**src/rtl/demux_1x16_collect.sv**
```systemverilog
// 1:16 serial-to-parallel collector: steers serial bits into a 16-bit word,
// with a one-word output buffer so the next word can assemble while it waits.
module demux_1x16_collect #(
    parameter bit LSB_FIRST = 1'b1
) (
    input  logic        clk,
    input  logic        rst,
    input  logic        in_bit,
    input  logic        in_valid,
    output logic        in_ready,
    input  logic        flush,
    output logic [15:0] out_data,
    output logic        out_valid,
    input  logic        out_ready,
    output logic [3:0]  bit_cnt
);

    logic [15:0] asm_reg;
    logic [15:0] asm_next;
    logic [3:0]  wr_idx;
    logic        in_xfer;
    logic        out_xfer;
    logic        last_bit;
    logic        complete;

    // Write index is the write counter, mirrored when the first bit is the MSB.
    assign wr_idx = LSB_FIRST ? bit_cnt : (4'd15 - bit_cnt);

    // Last slot can only fill once the output buffer is empty; state-only path.
    assign in_ready = !(out_valid && (bit_cnt == 4'd15));

    assign in_xfer  = in_valid && in_ready;
    assign out_xfer = out_valid && out_ready;
    assign last_bit = (bit_cnt == 4'd15);
    assign complete = in_xfer && last_bit && !flush;

    // Demux: the addressed assembly position takes the incoming bit.
    always_comb begin
        asm_next = asm_reg;
        asm_next[wr_idx] = in_bit;
    end

    // Assembly register and bit counter; flush discards the partial word.
    always_ff @(posedge clk or posedge rst) begin
        if (rst) begin
            asm_reg <= '0;
            bit_cnt <= '0;
        end else if (flush) begin
            asm_reg <= '0;
            bit_cnt <= '0;
        end else if (in_xfer) begin
            if (last_bit) begin
                asm_reg <= '0;
                bit_cnt <= '0;
            end else begin
                asm_reg <= asm_next;
                bit_cnt <= bit_cnt + 4'd1;
            end
        end
    end

    // Output buffer: load on completion, drop valid once the consumer takes it.
    always_ff @(posedge clk or posedge rst) begin
        if (rst) begin
            out_data  <= '0;
            out_valid <= 1'b0;
        end else if (complete) begin
            out_data  <= asm_next;
            out_valid <= 1'b1;
        end else if (out_xfer) begin
            out_valid <= 1'b0;
        end
    end

endmodule

```
**config.mk**
```make
export PLATFORM = sky130hd
export DESIGN_NAME = demux_1x16_collect
export DESIGN_NICKNAME = d
export VERILOG_FILES = /design/src/rtl/demux_1x16_collect.sv
export SDC_FILE = /design/constraint.sdc
export NUM_CORES = 1
export LEC_CHECK = 0
export CORE_MARGIN = 2
export CORE_UTILIZATION = 38
export DETAILED_ROUTE_END_ITERATION = 12
export PLACE_DENSITY = 0.62
export SYNTH_ARGS = -nofsm -noshare
export SYNTH_HDL_FRONTEND = slang
export SYNTH_SLANG_ARGS = --single-unit
```
**constraint.sdc**
```tcl
create_clock -name clk -period 2.6 [get_ports clk]
set_clock_uncertainty 0.1 [all_clocks]
set_input_delay 0.52 -clock clk [delete_from_list [all_inputs] [get_ports clk]]
set_output_delay 0.52 -clock clk [all_outputs]
set_load 0.01 [all_outputs]
```
# Word-level counts from Yosys, hierarchy flattened

Index checks and enable logic that the tools add are counted.

Input port bits: 6
Logic and storage cells: 29
Bits in registers: 37
Output and inout bits: 22

Reduce and logical (&&, ||, !) cells: 10
Eq/ne operators: 1
Order comparisons: 2
$add $sub $neg: 1
Muxes and demuxes: 11

Operators by type and width:

| cell                                                                                | number |
|---|---|
| 16-bit two-way mux                                                                  | 3 |
| 16-bit bitwise mux                                                                  | 1 |
| 4-bit two-way mux                                                                   | 3 |
| 1-bit logical AND                                                                   | 6 |
| 4-bit by 5-bit < comparator with 1-bit output, second input constant                | 1 |
| 4-bit by 1-bit adder with 4-bit output, second input constant                       | 1 |
| 1-bit demux with 4-bit select                                                       | 1 |
| 4-bit equality test, second input constant                                          | 1 |
| 4-bit by 1-bit greater-or-equal comparator with 1-bit output, second input constant | 1 |
| 2-bit nonzero test                                                                  | 2 |
| 1-bit two-way mux                                                                   | 3 |
| 1-bit zero test                                                                     | 2 |

# Longest topological paths before layout

Word-level depth: 8
Depth in mapped cells: 8

# Least setup slack after synthesis

OpenSTA, ideal clock, no wires.

Kind: register to register
From: register bit_cnt[1]
To: register out_data[1]
Cell stages (with the launch flop): 7
Arrival: 1.723 ns
Period minus slack after synthesis: 1.948 ns
Slack: 0.652 ns
Buffers on the path: 2
Cells stage by stage: dfrtp_1 > ha_1 > buf_4 > nand3_2 > nor3_4 > buf_6 > mux2_2

Word-level cells in the longest chain between the ends: 6

Ends and longest elaborated chain:

| element                                                                               | line | source |
|---|---|---|
| start, declared                                                                       | 15   | `output logic [3:0] bit_cnt` |
| start signal, assigned                                                                | 57   | `bit_cnt <= bit_cnt + 4'd1;` |
| branches (longest 6 deep; another with 4-bit by 5-bit < comparator with 1-bit output) | n/a  |  |
| end signal, assigned                                                                  | 68   | `out_data <= asm_next;` |
| end, declared                                                                         | 12   | `output logic [15:0] out_data,` |

Parallel ways; which one is timed is not known.
A chain may end at the register's enable or synchronous reset.

# Worst setup path in the final report

From: register bit_cnt[1]
To: output port in_ready

Word-level cells in the longest chain between the ends: 3

Ends and longest elaborated chain:

| element             | line | source |
|---|---|---|
| 4-bit equality test | 30   | `assign in_ready = !(out_valid && (bit_cnt == 4'd15));` |
| 1-bit logical AND   | 30   |  |
| 1-bit zero test     | 30   |  |
| end, declared       | 10   | `output logic in_ready,` |

Every way passes these cells.

==> reports/results.tsv <==
stage	metric	value	unit
status	status	finished, final reports clean	
pwr	PwrDens	456	nW/um^2
hold_path	hold path startpoint	out_data[15]	
placed_design	post-DP HPWL	2630	um
die	IO Pins	28	
grt	vias in the first global route	1437	
clocking	clock sink total	36	
timing	max_slew headroom	0.657	
cells_and_area	max reg flops	16	
timing	Worst Max-Slew Pin Slew	0.514	ns
logic_synthesis	Synth Warn #	0	
route	drt drc	0	
setup_path	Startpoint Class	flop	
flow_run	# Max-Cap Violations	0	
placed_design	I/O Buffers	27	
grt	GRT Util Overall	0.151	
logic_synthesis	dominant synthesized flop cell	dfrtp_1	
route	routed vias	1452	
clocking	depth of the CTS H-tree	2	
timing	min cycle time layout	2.45	ns
timing	Slew Limit Fails	0	
cells_and_area	area grow syn2layout	21.4	%
placed_design	placed inst area	2330	sq um
logic_synthesis	Synth async-reset ratio	1.00	
logic_synthesis	gate count of the mapped netlist	182	
logic_synthesis	Synth Net Count	192	
timing	Fmax	0.409	GHz
grt	met1 Use GR	0.215	
timing	RSZ-0062 raised after global routing	no	
cells_and_area	diode count	0	
clocking	hold-fix buffer count after cts	0	
setup_path	CP Class	reg -> out	
die	Die ar.	5880	sq um
cells_and_area	fillers	494	
grt	met2 Use GR	0.230	
cells_and_area	layout cells sized above 1	0.236	
die	row count	26	
route	drt wl/cell	14.1	um
clocking	CTS tree	built	
logic_synthesis	EDFF count, synth	0	
logic_synthesis	Avg Inst Size Synth	11.0	sq um
clocking	CTS root buffer	clkbuf_8	
pwr	VDD IR max	0.000274	V
grt	global-route wire length before repair	7220	um
logic_synthesis	synthesized flop and latch total	36	
placed_design	GPL Wtd Cong	0.831	
setup_path	CP arrival	1.83	ns
timing	Hold Worst Slack	0.392	ns
die	CORE AREA	5110	sq um
setup_path	R2R depth	5	
die	height of the die	76.7	um
grt	grt peak-use layer	met2	
setup_path	worst reg2reg startpoint	bit_cnt[1]	
setup_path	worst r2r dst	out_data[1]	
die	Initial Util	0.393	
hold_path	Hold Path Class	reg -> reg	
setup_path	crit end category	output pin	
cells_and_area	final instance area	2440	sq um
clocking	clk_lat worst skew	0.28	ns
placed_design	Cells after DPL	274	
clocking	clk buf depth	2	
die	Die Wd	76.7	um
setup_path	Worst Path Required	1.98	ns
timing	Setup Viol. Count Final	0	
route	drt first pass iters	4	
clocking	Worst-path clk slew	0.07	ns
pwr	P_leak	1.03	nW
timing	setup TNS	0	ns
route	detailed-route wire length	3990	um
hold_path	hold depth	1	
cells_and_area	Layout Cells excl Fill	282	
setup_path	R2R setup slack	0.53	ns
grt	met3 GRT Util	0.0388	
logic_synthesis	synth unique cells	42	
route	post-route ant nets	0	
grt	GRT overflow	0	
timing	count of final hold-check violations	0	
route	DRT iter0 DRCs	91	
clocking	clock buffer count from CTS	5	
route	via/cell ratio	5.15	
logic_synthesis	Mapped Area	2010	sq um
hold_path	Hold Path Sink	out_data[15]	
logic_synthesis	sequential-to-total area share from yosys stat	0.449	
timing	Period Utilization, post-route	0.941	
grt	largest net degree at the start of global routing	37	
cells_and_area	nets	221	
grt	initial antenna violation count	0	
setup_path	CP max FO	9	
==> critical path, cell delays in order, from the launching register on <==
cell	delay [ns]
dfrtp_1	0.46
ha_4	0.23
and4_2	0.26
inv_2	0.07
clkdlybuf4s50_1	0.53
==> report_power, final <==
part           switching (mW)  internal, mW  total (mW)  leakage [nW]
logic                  0.0650        0.0551       0.120         0.481
clock network           0.196         0.211       0.407        0.0510
registers              0.0115         0.573       0.585         0.494
total                   0.272         0.840        1.11          1.03
==> how the worst max path moves through the flow <==
stage / from / end
floorplan: bit_cnt[1] / out_data[1]
global placement: bit_cnt[1] / in_ready
detailed placement: bit_cnt[1] / in_ready
CTS: bit_cnt[1] / in_ready
global route: bit_cnt[0] / in_ready
finish: bit_cnt[1] / in_ready
==> Yosys cell counts (3+ instances only) <==
cell      count  area (sq um)
buf_2         4          20.0
buf_6         3          33.8
clkbuf_1      3          11.3
dfrtp_1      36           901
ha_1          4          50.1
inv_1        21          78.8
mux2_1        3          33.8
mux2_2       24           270
mux2_4        3          45.0
nand2_1       3          11.3
nand3_1      16          80.1
nand3b_1     10          75.1
nor3b_1       3          22.5
o211ai_1      5          37.5
o221ai_1      8          70.1
==> stage by stage <==
step	utilization	total power [mW]	worst slack [ns]
after CTS	0.475	1.13	0.0364
after global routing	0.477	1.17	0.0676
after floorplan	-	0.664	0.652
after global placement	0.456	0.715	0.290
after detailed placement	0.456	0.716	0.269
final	0.477	1.11	0.154
==> repair_timing <==
item                       CTS  global route
buffers inserted             0             0
gates resized for setup      1             2
setup endpoints to repair    1             1
==> per-layer routing <==
metal | vias to the layer above | wire [um] | part of all wire
li1 | 709 | - | -
met1 | 712 | 1970 | 0.49
met2 | 27 | 1830 | 0.46
met3 | 4 | 151 | 0.038
met4 | 0 | 40 | 0.010
met5 | - | 0 | 0
==> cells in the final DEF (no fill, tap or decap), types with 3 or more instances in the layout <==
cell | synthesis | routed
inv_1 | 21 | 21
nand3_1 | 16 | 16
clkdlybuf4s50_1 | 0 | 27
nand2_1 | 3 | 3
mux2_2 | 24 | 24
nand3b_1 | 10 | 10
mux2_4 | 3 | 3
clkbuf_8 | 0 | 6
buf_4 | 2 | 8
ha_1 | 4 | 3
o221ai_1 | 8 | 8
o211ai_1 | 5 | 5
dfrtp_1 | 36 | 36
mux2_1 | 3 | 3
nor3b_1 | 3 | 3
==> kinds of logic (layout without fill, tap and decap cells) <==
group                    Yosys count  in the layout  share of synthesized area
flip-flops                        36             36                      0.449
AO/OA/AOI/OAI                     26             26                     0.0978
multiplexers                      30             30                      0.174
buffers and inverters             35             65                     0.0885
AND/OR/NAND/NOR                   51             51                      0.166
adder cells (fa/ha/maj)            4              4                     0.0249
==> final cells by class <==
type | count | area (sq um) | share of cell area
multi-input cells | 111 | 943 | 0.387
flip-flops and latches | 36 | 901 | 0.370
repair buffers | 35 | 330 | 0.136
well taps | 70 | 87.6 | 0.0359
clock buffers | 6 | 82.6 | 0.0339
inverters | 22 | 82.6 | 0.0339
clock inverters | 2 | 10.0 | 0.00411
Note: power is estimated with default switching activity, not from simulation.
